File: src/rtl/mdu_issue_buffer.sv
// In-order issue buffer between the integer issue stage and the RV64M MDU; one op in flight.
// Optional build macro MDU_ZERO_FASTPATH_EN: zero-operand multiplies complete without the MDU.
module mdu_issue_buffer #(
  parameter int XLEN  = 64,
  parameter int DEPTH = 4,
  parameter int TAG_W = 6
) (
  input  logic             clk_i,
  input  logic             rst_i,
  input  logic             in_valid_i,
  output logic             in_ready_o,
  input  logic [XLEN-1:0]  in_rs1_i,
  input  logic [XLEN-1:0]  in_rs2_i,
  input  logic [2:0]       in_funct3_i,
  input  logic             in_word_i,
  input  logic [4:0]       in_rd_i,
  input  logic [TAG_W-1:0] in_tag_i,
  input  logic             flush_i,
  output logic             mdu_req_valid_o,
  input  logic             mdu_req_ready_i,
  output logic [XLEN-1:0]  mdu_rs1_o,
  output logic [XLEN-1:0]  mdu_rs2_o,
  output logic [2:0]       mdu_funct3_o,
  output logic             mdu_word_o,
  input  logic             mdu_resp_valid_i,
  input  logic [XLEN-1:0]  mdu_result_i,
  output logic             wb_valid_o,
  input  logic             wb_ready_i,
  output logic [XLEN-1:0]  wb_data_o,
  output logic [4:0]       wb_rd_o,
  output logic [TAG_W-1:0] wb_tag_o,
  output logic             busy_o
);

  localparam int PW = $clog2(DEPTH);
  localparam int CW = PW + 1;

  logic [XLEN-1:0]  rs1_q [DEPTH];
  logic [XLEN-1:0]  rs2_q [DEPTH];
  logic [2:0]       f3_q  [DEPTH];
  logic             word_q[DEPTH];
  logic [4:0]       rd_q  [DEPTH];
  logic [TAG_W-1:0] tag_q [DEPTH];

  logic [PW-1:0]    wr_ptr_q, wr_ptr_d, rd_ptr_q, rd_ptr_d;
  logic [CW-1:0]    count_q, count_d;
  logic             inflight_q, inflight_d;
  logic             squash_q, squash_d;
  logic [4:0]       inf_rd_q, inf_rd_d;
  logic [TAG_W-1:0] inf_tag_q, inf_tag_d;
  logic             wb_valid_q, wb_valid_d;
  logic [XLEN-1:0]  wb_data_q, wb_data_d;
  logic [4:0]       wb_rd_q, wb_rd_d;
  logic [TAG_W-1:0] wb_tag_q, wb_tag_d;

  logic [XLEN-1:0]  head_rs1, head_rs2;
  logic [2:0]       head_f3;
  logic             head_word;
  logic             issue_ok, fast_hit, req_fire, fast_fire, push, pop, resp;

  assign head_rs1  = rs1_q[rd_ptr_q];
  assign head_rs2  = rs2_q[rd_ptr_q];
  assign head_f3   = f3_q[rd_ptr_q];
  assign head_word = word_q[rd_ptr_q];

`ifdef MDU_ZERO_FASTPATH_EN
  assign fast_hit = ~head_f3[2] &
                    (head_word ? ((~|head_rs1[31:0]) | (~|head_rs2[31:0]))
                               : ((~|head_rs1) | (~|head_rs2)));
`else
  assign fast_hit = 1'b0;
`endif

  assign in_ready_o = (count_q < CW'(DEPTH));
  // The wb slot must be free before issuing, so a returning pulse always has a home.
  assign issue_ok   = (count_q != '0) && !inflight_q && !wb_valid_q && !flush_i;
  assign mdu_req_valid_o = issue_ok && !fast_hit;
  assign req_fire   = mdu_req_valid_o && mdu_req_ready_i;
  assign fast_fire  = issue_ok && fast_hit;
  assign pop        = req_fire || fast_fire;
  assign push       = in_valid_i && in_ready_o && !flush_i;
  assign resp       = mdu_resp_valid_i && inflight_q;

  assign mdu_rs1_o    = head_rs1;
  assign mdu_rs2_o    = head_rs2;
  assign mdu_funct3_o = head_f3;
  assign mdu_word_o   = head_word;

  assign wb_valid_o = wb_valid_q;
  assign wb_data_o  = wb_data_q;
  assign wb_rd_o    = wb_rd_q;
  assign wb_tag_o   = wb_tag_q;
  assign busy_o     = (count_q != '0) || inflight_q || wb_valid_q;

  always_comb begin
    wr_ptr_d   = wr_ptr_q;
    rd_ptr_d   = rd_ptr_q;
    count_d    = count_q;
    inflight_d = inflight_q;
    squash_d   = squash_q;
    inf_rd_d   = inf_rd_q;
    inf_tag_d  = inf_tag_q;
    wb_valid_d = wb_valid_q;
    wb_data_d  = wb_data_q;
    wb_rd_d    = wb_rd_q;
    wb_tag_d   = wb_tag_q;
    if (flush_i) begin
      wr_ptr_d   = '0;
      rd_ptr_d   = '0;
      count_d    = '0;
      wb_valid_d = 1'b0;
      // The MDU cannot be aborted: remember to drop its result when it lands.
      if (inflight_q) begin
        if (mdu_resp_valid_i) begin
          inflight_d = 1'b0;
          squash_d   = 1'b0;
        end else begin
          squash_d   = 1'b1;
        end
      end
    end else begin
      if (push) wr_ptr_d = wr_ptr_q + PW'(1);
      if (pop)  rd_ptr_d = rd_ptr_q + PW'(1);
      case ({push, pop})
        2'b10:   count_d = count_q + CW'(1);
        2'b01:   count_d = count_q - CW'(1);
        default: count_d = count_q;
      endcase
      if (wb_valid_q && wb_ready_i) wb_valid_d = 1'b0;
      if (resp) begin
        inflight_d = 1'b0;
        if (squash_q) begin
          squash_d = 1'b0;
        end else begin
          wb_valid_d = 1'b1;
          wb_data_d  = mdu_result_i;
          wb_rd_d    = inf_rd_q;
          wb_tag_d   = inf_tag_q;
        end
      end
      if (req_fire) begin
        inflight_d = 1'b1;
        inf_rd_d   = rd_q[rd_ptr_q];
        inf_tag_d  = tag_q[rd_ptr_q];
      end
      if (fast_fire) begin
        wb_valid_d = 1'b1;
        wb_data_d  = '0;
        wb_rd_d    = rd_q[rd_ptr_q];
        wb_tag_d   = tag_q[rd_ptr_q];
      end
    end
  end

  always_ff @(posedge clk_i or posedge rst_i) begin
    if (rst_i) begin
      wr_ptr_q   <= '0;
      rd_ptr_q   <= '0;
      count_q    <= '0;
      inflight_q <= 1'b0;
      squash_q   <= 1'b0;
      inf_rd_q   <= '0;
      inf_tag_q  <= '0;
      wb_valid_q <= 1'b0;
      wb_data_q  <= '0;
      wb_rd_q    <= '0;
      wb_tag_q   <= '0;
    end else begin
      wr_ptr_q   <= wr_ptr_d;
      rd_ptr_q   <= rd_ptr_d;
      count_q    <= count_d;
      inflight_q <= inflight_d;
      squash_q   <= squash_d;
      inf_rd_q   <= inf_rd_d;
      inf_tag_q  <= inf_tag_d;
      wb_valid_q <= wb_valid_d;
      wb_data_q  <= wb_data_d;
      wb_rd_q    <= wb_rd_d;
      wb_tag_q   <= wb_tag_d;
    end
  end

  // Entry storage is reset so the head-driven MDU operand outputs start at zero.
  always_ff @(posedge clk_i or posedge rst_i) begin
    if (rst_i) begin
      for (int i = 0; i < DEPTH; i++) begin
        rs1_q[i]  <= '0;
        rs2_q[i]  <= '0;
        f3_q[i]   <= '0;
        word_q[i] <= 1'b0;
        rd_q[i]   <= '0;
        tag_q[i]  <= '0;
      end
    end else if (push) begin
      rs1_q[wr_ptr_q]  <= in_rs1_i;
      rs2_q[wr_ptr_q]  <= in_rs2_i;
      f3_q[wr_ptr_q]   <= in_funct3_i;
      word_q[wr_ptr_q] <= in_word_i;
      rd_q[wr_ptr_q]   <= in_rd_i;
      tag_q[wr_ptr_q]  <= in_tag_i;
    end
  end

  resp_needs_inflight: assert property (@(posedge clk_i) disable iff (rst_i)
                                        mdu_resp_valid_i |-> inflight_q);

endmodule
File: config.mk
export PLATFORM = sky130hd
export DESIGN_NAME = mdu_issue_buffer
export DESIGN_NICKNAME = d
export VERILOG_FILES = /design/src/rtl/mdu_issue_buffer.sv
export SDC_FILE = /design/constraint.sdc
export NUM_CORES = 1
export LEC_CHECK = 0
export BUFFER_PORTS_ARGS = -buffer_cell sky130_fd_sc_hd__buf_4
export CORE_ASPECT_RATIO = 1.5
export CORE_MARGIN = 2
export CORE_UTILIZATION = 57
export DETAILED_ROUTE_END_ITERATION = 8
export PLACE_DENSITY = 0.8
export SYNTH_ARGS = -nofsm -noshare
export SYNTH_HDL_FRONTEND = slang
export SYNTH_SLANG_ARGS = --single-unit
File: constraint.sdc
create_clock -name clk_i -period 26.7 [get_ports clk_i]
set_clock_uncertainty 0.05 [all_clocks]
set_input_delay 5.34 -clock clk_i [delete_from_list [all_inputs] [get_ports clk_i]]
set_output_delay 5.34 -clock clk_i [all_outputs]
set_load 0.1 [all_outputs]
## Word level (Yosys, flattened, before mapping)

Index checks and enable logic that the tools add are counted.
W data, S select, Z words.

| operators by class | value |
|---|---|
| bitwise logic cells | 4 |
| multiply operators | 0 |
| shift operators | 0 |
| order comparisons | 4 |
| div/mod/pow operators | 0 |
| reductions and logical operators | 23 |
| mux-type cells | 51 |
| equality and inequality tests | 3 |
| add/sub/neg operators | 4 |

Operator list:

| operator | count |
|---|---|
| $bwmux W256 | 2 |
| $mux W64 | 5 |
| $bmux W64 S2 | 2 |
| $demux W64 S2 | 1 |
| $bwmux W24 | 1 |
| $bwmux W20 | 1 |
| $mux W6 | 3 |
| $mux W5 | 3 |
| $mux W1 | 14 |
| $bmux W6 S2 | 1 |
| $bwmux W12 | 1 |
| $demux W6 S2 | 1 |
| $mux W3 | 4 |
| $bmux W5 S2 | 1 |
| $demux W5 S2 | 1 |
| $logic_and A1 B1 Y1 | 9 |
| $reduce_bool A3 Y1 | 3 |
| $mux W2 | 4 |
| $bmux W3 S2 | 1 |
| $demux W3 S2 | 1 |
| $ge A3 B3 Y1 const B | 2 |
| $not A2 Y3 | 2 |
| $pmux W3 S2 | 1 |
| $reduce_bool A2 Y1 | 3 |
| 16 further kinds | 22 |

| storage, ports and cells | value |
|---|---|
| word-level logic and storage cells | 124 |
| ROM bits | 0 |
| bits in writable memories | 0 |
| output and inout port bits | 211 |
| bits of input ports | 214 |
| register bits | 668 |
| latch bits | 0 |
| memories kept | 0 |

## Longest topological paths before layout

Gate-level depths: netlist (run 1).

| logic depth | value |
|---|---|
| word-level depth | 8 |
| depth in mapped cells | 8 |
| depth with buffers taken out | 6 |

## Worst setup path before layout (run 1)

OpenSTA, ideal clock, no wires.

| timing | value |
|---|---|
| path type | input to output |
| start point | in flush_i |
| end point | out mdu_req_valid_o |
| slack | 12.901 ns |
| arrival | 8.409 ns |
| required time | 21.310 ns |
| buffers on the path | 1 |
| cell stages on the path | 2 |
| cells stage by stage | clkbuf_1 > nor4_1 |

| between the ends | value |
|---|---|
| longest elaborated chain between the ends | 2 |

RTL lines:

| element | RTL line | text |
|---|---|---|
| start, declared | 18 | `input logic flush_i,` |
| $logic_not A1 Y1 | 76 | `assign issue_ok = (count_q != '0) && !inflight_q && !wb_valid_q && !flush_i;` |
| $logic_and A1 B1 Y1 | 76 |  |
| end, declared | 19 | `output logic mdu_req_valid_o,` |

No other way between the ends.

## Worst setup path in the final report (run 1)

Ends and elaborated chain as after synthesis.

==> results of run 1 <==
==> path summary, 6_finish.rpt <==
kind	to	slack (ps)	depth (start not counted)
worst max register to register	rs2_q[166]	22910	5
worst max-delay path	mdu_req_valid_o	15130	3
worst min register to register	word_q[1]	430	1
worst min-delay path	word_q[1]	430	1
min in group asynchronous	rs1_q[149]	4850	2
max in group asynchronous	rs1_q[115]	19250	4
==> cell type report <==
class	instances	share of cell area
diodes	8	0.000587
clock buffers	91	0.0539
clock inverters	23	0.00854
inverters	6	0.000880
multi-input cells	859	0.324
flip-flops and latches	668	0.490
well taps	663	0.0243
repair buffers	444	0.0980
==> routing by layer <==
metal | up-vias | GRT usage
met3 | 117 | 0.0526
met4 | 4 | 0.0946
li1 | 6890 | -
met2 | 386 | 0.421
met5 | - | 0
met1 | 8607 | 0.321
==> placed cells by master, fill, tap and decap left out, types with 8 or more instances in the layout <==
cell	count
diode_2	8
clkbuf_1	10
mux2_1	280
mux4_2	143
dfrtp_1	666
clkbuf_16	61
mux2_2	379
nand4_1	8
clkinv_2	14
clkbuf_8	20
buf_4	443
==> through the flow <==
| step | instances | setup slack (ps) | utilization | hold WS (ps) | instance area [sq um] |
|---|---|---|---|---|---|
| after floorplan | 1642 | 2590 | - | 402 | 28500 |
| after global placement | 2640 | 15190 | 0.645 | 411 | 32000 |
| after detailed placement | 2640 | 15130 | 0.645 | 419 | 32000 |
| after CTS | 2754 | 15130 | 0.688 | 433 | 34100 |
| after global routing | 2762 | 15090 | 0.689 | 444 | 34100 |
| final | 2762 | 15130 | 0.689 | 432 | 34100 |
==> state kept, by name, indices dropped and copies added, names as in the netlist, 2 cells and up <==
register and cells:
rs2_q 256, wb_tag_o 6, inf_tag_q 6, rd_q 20, rd_ptr_q 2, wb_rd_o 5
f3_q 12, tag_q 24, word_q 4, wb_data_o 64, wr_ptr_q 2, count_q 3
rs1_q 256, inf_rd_q 5
==> cells by family after synthesis <==
| logic type | share of synthesized area |
|---|---|
| AOI/OAI and AO/OA | 0.00267 |
| adders and majority gates | 0.00246 |
| buffers and inverters | 0.0271 |
| DFF | 0.586 |
| muxes | 0.373 |
| and+or+nand+nor | 0.00877 |
==> worst register-to-register path, delay by kind of cell (launching register included) <==
kind	cells	cell delay [ps]
flops	1	490
mux	1	510
simple gates	2	1020
buf+inv	2	1610
==> out/metrics.cfg, run 1 <==
[timing]
setup-violations-final = 0
post-route-min-period_ps = 11570
timing.fmax_mhz = 86.4
setup_repair_after_global_routing_missed_its_margin = false
tns_ps = 0
max-slew-margin-rel = 0.275
hold_viol = 0
timing.final.crit_share = 0.433
timing_worst_slew_pin_value_ps = 1090
maxSlewViolCount = 0

[clocking]
cts_tree = done
clk-insertion-delay-late_ps = 600
ctsLongestPathBuffers = 3
cts.htree.levels = 2
cts_inserted_buffers = 61
worst_setup_hold_path_clk_slew_ps = 60
cts_num_sinks = 668
cts_setup_buffers = 0
cts-resized-gates = 0
cts.root.buffer_cell = clkbuf_16
hold_buffers = 0

[synth]
synth.avg_cell_area_sq_um = 17.4
synth.lib_cells_used.distinct = 31
post_synth_edffs = 0
synthDominantCellAreaShare = 0.586
synthesis_warnings = 0
ys_dominant_reg_cell = dfrtp_1
syn_area_sq_um = 28500
synth_seq_cells = 668
synth_common_cells = 668 x dfrtp_1, 379 x mux2_2, 280 x mux2_1
synth_most_common_cell = dfrtp_1
synth.top_cells.by_area = dfrtp_1 59%, mux2_2 15%, mux4_2 11%, mux2_1 11%, buf_6 1.3%
synth.yosys.seq_area_share = 0.586
synthArstFlopShare = 1.00
synthCells = 1642
yosys_top_cell_by_area = dfrtp_1
synth_nets = 1861

[floorplan]
start_util = 0.576
std_cell_rows = 100
core_region_sq_um = 49500
design.die.area_sq_um = 51900
die_width_um = 187
die-height_um = 278
boundaryPins = 425

[layout]
final_layout_size_suffix_gt1_frac = 0.517
total_area_of_multi_input_combinational_cells_sq_um = 11100
fin_nets = 2259
area.sequential_sq_um = 16700
fillerInstances = 3364
area_growth_pct = 19.6

[global_routing]
grt_pass1_wl_um = 102000
number_of_global_route_vias_before_repair = 17950
grt.total_usage = 0.250
grt_antenna_before_repair = 10
grt_start_max_net_pins = 191
grt_overflow = 0

[critical_path]
cp_data_required_time_ps = 21310
crit_chain = buf_4 -> nor4_1 -> buf_4
cp_max_fo = 16
critical-path-max-stage-delay_ps = 360
path_common_cell = buf_4
critical_path_buf_inv_count = 2
worst_path_dominant_cell_family = buffers and inverters
setup.worst_path.end_class = primary output
critical_path.startpoint_type = input port
cp_slowest_cell = buf_4
worstSetupStartpoint = flush_i
worst-endpoint-arrival_ps = 6180
worstReg2RegStart = count_q[2]
timing.setup.critical_path_class = in2out

[route]
final_antenna_net_count = 0
met1Wirelength_um = 25700
detail_route.drc_violations = 0
routed_wirelength_um = 63900
wl_met3_um = 3270
highest_layer = met5
route.vias.total = 16004
routed_wire_length_per_instance_um = 23.1
drt_first_iter_violations = 730
wl_met2_um = 32700
drt-pass1-iter-count = 4
drt-vias-per-instance = 5.79

[run_status]
run_status = completed

[min_path]
timing.hold.worst.start = word_q[1]
holdCritPathClass = reg2reg

[placed_design]
gp_congestion = 0.818
post-dp-hpwl_um = 41500
io_buffer_count = 424

[flow_run]
max_cap_violations = 0

Power of run 1 is left out: the tool's default activity adds up to more than one toggle a clock period on the data nets, which glitch-free logic cannot reach.
==> run 2: changes to the inputs <==
--- a/config.mk
+++ b/config.mk
@@ -5,6 +5,7 @@
 export SDC_FILE = /design/constraint.sdc
 export NUM_CORES = 1
 export LEC_CHECK = 0
+export ABC_AREA = 1
 export BUFFER_PORTS_ARGS = -buffer_cell sky130_fd_sc_hd__buf_4
 export CORE_ASPECT_RATIO = 1.5
 export CORE_MARGIN = 2
==> constraint.sdc (replaced) <==
create_clock -name clk_i -period 12.1 [get_ports clk_i]
set_clock_uncertainty 0.05 [all_clocks]
set_input_delay 2.42 -clock clk_i [delete_from_list [all_inputs] [get_ports clk_i]]
set_output_delay 2.42 -clock clk_i [all_outputs]
set_load 0.1 [all_outputs]
==> run 2 against run 1 <==
Net effect:
- synthesized area rose by 1.2%
- die area rose by 1.2%
- global-route usage rose by 1.5 points
- largest cell class unchanged
- worst hold slack got worse by 0.61 ps
- synthesized cell count rose by 44%
- sequential cell count did not move
- highest routed layer unchanged
- count of clock-buffer cells in the layout fell by 8
==> out/metrics.cfg, run 2 <==
[run_status]
run_status = completed  ; unchanged

[min_path]
holdCritPathClass = reg2reg  ; unchanged

[route]
drt_first_iter_violations = 1216  ; was 730
route.vias.total = 20224  ; was 16004
routed_wire_length_per_instance_um = 20.8  ; was 23.1 um
routed_wirelength_um = 71100  ; was 63900 um
drt-vias-per-instance = 5.91  ; was 5.79
drt-pass1-iter-count = 5  ; was 4
detail_route.drc_violations = 0  ; unchanged
final_antenna_net_count = 0  ; unchanged

[synth]
synthArstFlopShare = 1.00  ; unchanged
synthDominantCellAreaShare = 0.579  ; was 0.586
synth_compound_area_frac = 0.0915  ; was 0.00268
synth_seq_cells = 668  ; unchanged
synthSimpleGateAreaFrac = 0.0482  ; was 0.00877
ys_dominant_reg_cell = dfrtp_1  ; unchanged
post_synth_edffs = 0  ; unchanged
synth_common_cells = 668 x dfrtp_1, 428 x mux2_2, 340 x o21ai_0  ; was 668 x dfrtp_1, 379 x mux2_2, 280 x mux2_1
synth_mux_area_frac = 0.239  ; was 0.373
largest_family_of_logic_cells_by_synthesized_area = multiplexers  ; unchanged
synth.top_cells.by_area = dfrtp_1 58%, mux2_2 17%, mux2_1 7.3%, o21ai_0 5.9%, nor2_1 3.5%  ; was dfrtp_1 59%, mux2_2 15%, mux4_2 11%, mux2_1 11%, buf_6 1.3%
yosys_top_cell_by_area = dfrtp_1  ; unchanged
synth-adder-area-share = 0.00243  ; was 0.00246
synthCells = 2362  ; was 1642
synthXorXnorAreaFrac = 0  ; unchanged
synthesis_warnings = 0  ; unchanged
synth.lib_cells_used.distinct = 23  ; was 31
synth.avg_cell_area_sq_um = 12.2  ; was 17.4 sq um
synth_nets = 2581  ; was 1861
syn_area_sq_um = 28900  ; was 28500 sq um
synth.yosys.seq_area_share = 0.579  ; was 0.586
synth_most_common_cell = dfrtp_1  ; unchanged

[critical_path]
worst-endpoint-arrival_ps = 4200  ; was 6180 ps
critical_path.startpoint_type = register  ; was input port
cp_data_required_time_ps = 9630  ; was 21310 ps
setup.worst_path.end_class = primary output  ; unchanged
timing.setup.critical_path_class = reg2out  ; was in2out
cp_max_fo = 79  ; was 16

[global_routing]
number_of_global_route_vias_before_repair = 21180  ; was 17950
grt_pass1_wl_um = 112000  ; was 102000 um
grt_start_max_net_pins = 195  ; was 191
grt.total_usage = 0.265  ; was 0.250
grt_antenna_before_repair = 7  ; was 10
grt_overflow = 0  ; unchanged

[flow_run]
max_cap_violations = 0  ; unchanged

[clocking]
cts_inserted_buffers = 60  ; was 61
cts_num_sinks = 668  ; unchanged
ctsLongestPathBuffers = 3  ; unchanged
hold_buffers = 0  ; unchanged
cts.root.buffer_cell = clkbuf_16  ; unchanged
clk-insertion-delay-late_ps = 610  ; was 600 ps
cts_tree = done  ; unchanged
worst_setup_hold_path_clk_slew_ps = 70  ; was 60 ps
cts.htree.levels = 2  ; unchanged
cts-resized-gates = 0  ; unchanged
cts_setup_buffers = 0  ; unchanged

[timing]
timing.final.crit_share = 0.551
max-slew-margin-rel = 0.180  ; was 0.275
post-route-min-period_ps = 6670
timing_worst_slew_pin_value_ps = 1230  ; was 1090 ps
tns_ps = 0  ; unchanged
setup_repair_after_global_routing_missed_its_margin = false  ; unchanged
timing.fmax_mhz = 150
maxSlewViolCount = 0  ; unchanged
hold_viol = 0  ; unchanged
setup-violations-final = 0  ; unchanged

[placed_design]
gp_congestion = 0.819  ; was 0.818
io_buffer_count = 424  ; unchanged
placed_area_sq_um = 32200  ; was 32000 sq um
post-place-cells = 3312  ; was 2640
post-dp-hpwl_um = 43400  ; was 41500 um

[floorplan]
die_width_um = 188  ; was 187 um
die-height_um = 280  ; was 278 um
design.die.area_sq_um = 52500  ; was 51900 sq um
core_region_sq_um = 50300  ; was 49500 sq um
std_cell_rows = 101  ; was 100
boundaryPins = 425  ; unchanged
start_util = 0.574  ; was 0.576

[layout]
final_cell_count_without_fillers = 3423  ; was 2762
final_layout_size_suffix_gt1_frac = 0.358  ; was 0.517
post-route-util = 0.682  ; was 0.689
finalInstanceArea_sq_um = 34300  ; was 34100 sq um
area_growth_pct = 18.7  ; was 19.6%
fin_nets = 2924  ; was 2259
mostFrequentLayoutCell = dfrtp_1  ; unchanged
mostFrequentLayoutCells = 666 x dfrtp_1, 446 x buf_4, 428 x mux2_2  ; was 666 x dfrtp_1, 443 x buf_4, 379 x mux2_2

==> run 2: layout make-up <==
type | count | area, sq um
antenna | 6 | 15.0
timing repair buffer | 448 | 3390
inverter | 56 | 226
clock buffer | 83 | 1740
multi-input combinational | 1471 | 11000
fill | 3571 | 16000
sequential | 668 | 16700
clock inverter | 22 | 319
tap | 669 | 837
==> run 2: worst max-delay path, stage by stage (launching register included) <==
cell     delay [ps]
dfrtp_4         540
buf_4           620
buf_4           750
buf_4           760
o21ai_0         230
o22ai_1         240
buf_4           340
==> run 2: worst paths after layout <==
check	slack, ps	start	depth (start not counted)	end
min reg2reg	430	rs1_q[154]	1	rs1_q[154]
max in group asynchronous	7860	rst_i	4	rs2_q[167]
min	430	rs1_q[154]	1	rs1_q[154]
max	5430	rd_ptr_q[0]	6	mdu_rs2_o[1]
min in group asynchronous	1780	rst_i	2	rs1_q[28]
max reg2reg	8890	wr_ptr_q[0]	6	rs1_q[248]
==> run 2: cells by family after synthesis <==
logic type	after synthesis
flip-flops	668
multiplexers	614
AO/OA/AOI/OAI	495
AND/OR/NAND/NOR	357
buffers and inverters	223
adder cells (fa/ha/maj)	5
==> run 2: through the flow <==
stage | worst slack, ps | hold slack, ps
after floorplan | 496 | 402
after global placement | 6220 | 411
after detailed placement | 6140 | 419
after CTS | 5430 | 433
after global routing | 5210 | 439
final | 5430 | 431
==> run 2: routing by layer <==
metal,GRT usage,up-vias,wire length [um]
met3,0.0500,163,4070
li1,-,8933,-
met1,0.313,10498,27300
met5,0,-,13
met2,0.473,628,36900
met4,0.110,2,2890
Power of run 2 is left out for the same reason.
==> run 3: changes to the inputs <==
==> constraint.sdc (replaced) <==
create_clock -name clk_i -period 6.14 [get_ports clk_i]
set_clock_uncertainty 0.05 [all_clocks]
set_input_delay 1.228 -clock clk_i [delete_from_list [all_inputs] [get_ports clk_i]]
set_output_delay 1.228 -clock clk_i [all_outputs]
set_load 0.1 [all_outputs]
==> run 3 against run 2 <==
Net effect:
- via count is 0.81% lower
- setup slack worse by 3900 ps
- cell count is 0.12% higher
==> out/metrics.cfg, run 3 (synthesis gave the netlist of run 2 again) <==
[floorplan]
std_cell_rows = 101  ; unchanged
boundaryPins = 425  ; unchanged
die-height_um = 280  ; unchanged
start_util = 0.574  ; unchanged
core_region_sq_um = 50300  ; unchanged
design.die.area_sq_um = 52500  ; unchanged
die_width_um = 188  ; unchanged

[placed_design]
io_buffer_count = 424  ; unchanged
gp_congestion = 0.794  ; was 0.819
post-dp-hpwl_um = 42500  ; was 43400 um
placed_area_sq_um = 32300  ; was 32200 sq um

[run_status]
run_status = completed  ; unchanged

[clocking]
clk-insertion-delay-late_ps = 600  ; was 610 ps
cts_inserted_buffers = 59  ; was 60
cts-resized-gates = 0  ; unchanged
ctsLongestPathBuffers = 3  ; unchanged
worst_setup_hold_path_clk_slew_ps = 60  ; was 70 ps
hold_buffers = 0  ; unchanged
cts.root.buffer_cell = clkbuf_16  ; unchanged
cts_num_sinks = 668  ; unchanged
cts_tree = done  ; unchanged
cts_setup_buffers = 0  ; unchanged
cts.htree.levels = 2  ; unchanged

[timing]
timing.fmax_mhz = 219
setup-violations-final = 0  ; unchanged
hold_viol = 0  ; unchanged
post-route-min-period_ps = 4580
timing.final.crit_share = 0.745
max-slew-margin-rel = 0.280  ; was 0.180
maxSlewViolCount = 0  ; unchanged
setup_repair_after_global_routing_missed_its_margin = false  ; unchanged
timing_worst_slew_pin_value_ps = 1080  ; was 1230 ps

[global_routing]
number_of_global_route_vias_before_repair = 21507  ; was 21180
grt_pass1_wl_um = 113000  ; was 112000 um
grt_overflow = 0  ; unchanged
grt.total_usage = 0.267  ; was 0.265
grt_start_max_net_pins = 213  ; was 195
grt_antenna_before_repair = 8  ; was 7

[layout]
fillerInstances = 3581  ; was 3571
fin_nets = 2926  ; was 2924
mostFrequentLayoutCells = 666 x dfrtp_1, 442 x buf_4, 428 x mux2_2  ; was 666 x dfrtp_1, 446 x buf_4, 428 x mux2_2
mostFrequentLayoutCell = dfrtp_1  ; unchanged
area_growth_pct = 18.6  ; was 18.7%
final_layout_size_suffix_gt1_frac = 0.357  ; was 0.358
finalInstanceArea_sq_um = 34300  ; about the same

[route]
drt_first_iter_violations = 1129  ; was 1216
drt-pass1-iter-count = 5  ; unchanged
drt-vias-per-instance = 5.85  ; was 5.91
wl_met3_um = 3930  ; was 4070 um
routed_wirelength_um = 70900  ; was 71100 um
detail_route.drc_violations = 0  ; unchanged
final_antenna_net_count = 0  ; unchanged
met1Wirelength_um = 27400  ; was 27300 um
routed_wire_length_per_instance_um = 20.7  ; was 20.8 um
route.vias.total = 20061  ; was 20224
highest_layer = met5  ; unchanged
wl_met2_um = 36700  ; was 36900 um

[min_path]
holdCritPathClass = reg2reg  ; unchanged

[flow_run]
max_cap_violations = 0  ; unchanged

[critical_path]
cp_max_fo = 212  ; was 79
worst-endpoint-arrival_ps = 3300  ; was 4200 ps
critical_path.startpoint_type = register  ; unchanged
setup.worst_path.end_class = primary output  ; unchanged
cp_data_required_time_ps = 4860  ; was 9630 ps
timing.setup.critical_path_class = reg2out  ; unchanged

==> run 3: cell types whose count changed in the layout (fill, tap and decap cells not counted), moves of 2 or more <==
cell,delta
clkbuf_1,+7
buf_12,+7
clkinv_4,+2
buf_4,-4
bufinv_16,-4
clkbuf_8,-3
==> run 3: area by class of cell <==
| cell class | count | area, sq um | area share |
|---|---|---|---|
| multi-input combinational | 1471 | 11000 | 0.322 |
| timing repair buffer | 451 | 3500 | 0.102 |
| clock buffer | 86 | 1700 | 0.0496 |
| tap | 669 | 837 | 0.0244 |
| antenna | 7 | 17.5 | 0.000511 |
| sequential | 668 | 16700 | 0.488 |
| inverter | 56 | 226 | 0.00661 |
| clock inverter | 19 | 220 | 0.00643 |
==> run 3: stage by stage <==
stage,instances,setup TNS [ps],util,hold slack (ps),setup slack (ps)
3_5_place_dp,3315,0,0.642,420,2130
2_1_floorplan,2362,-2853950,-,402,-4270
3_3_place_gp,3315,0,0.642,412,2180
4_1_cts,3420,0,0.681,434,1490
5_1_grt,3427,0,0.681,438,1350
6_report,3427,0,0.681,430,1560
==> run 3: per-layer routing <==
layer / global-route usage / vias up
met5: 0 / -
met4: 0.123 / 2
met3: 0.0482 / 163
met2: 0.479 / 561
met1: 0.312 / 10376
li1: - / 8959
==> run 3: critical path, cell delays in order, from the launching register on <==
cell and delay, ps:
dfrtp_4 580, buf_12 600, buf_4 660, o21ai_0 160, o22ai_1 270, buf_4 340
==> run 3: final timing paths <==
path	from	to	slack, ps	cells past startpoint
max in group asynchronous	rst_i	wb_data_o[5]	3700	3
hold / removal	rs1_q[137]	rs1_q[137]	430	1
hold reg to reg	rs1_q[137]	rs1_q[137]	430	1
setup / recovery	rd_ptr_q[0]	mdu_rs1_o[23]	1560	5
min in group asynchronous	rst_i	rs1_q[155]	810	2
setup reg to reg	count_q[2]	rs1_q[212]	3540	6
Power of run 3 is left out for the same reason.
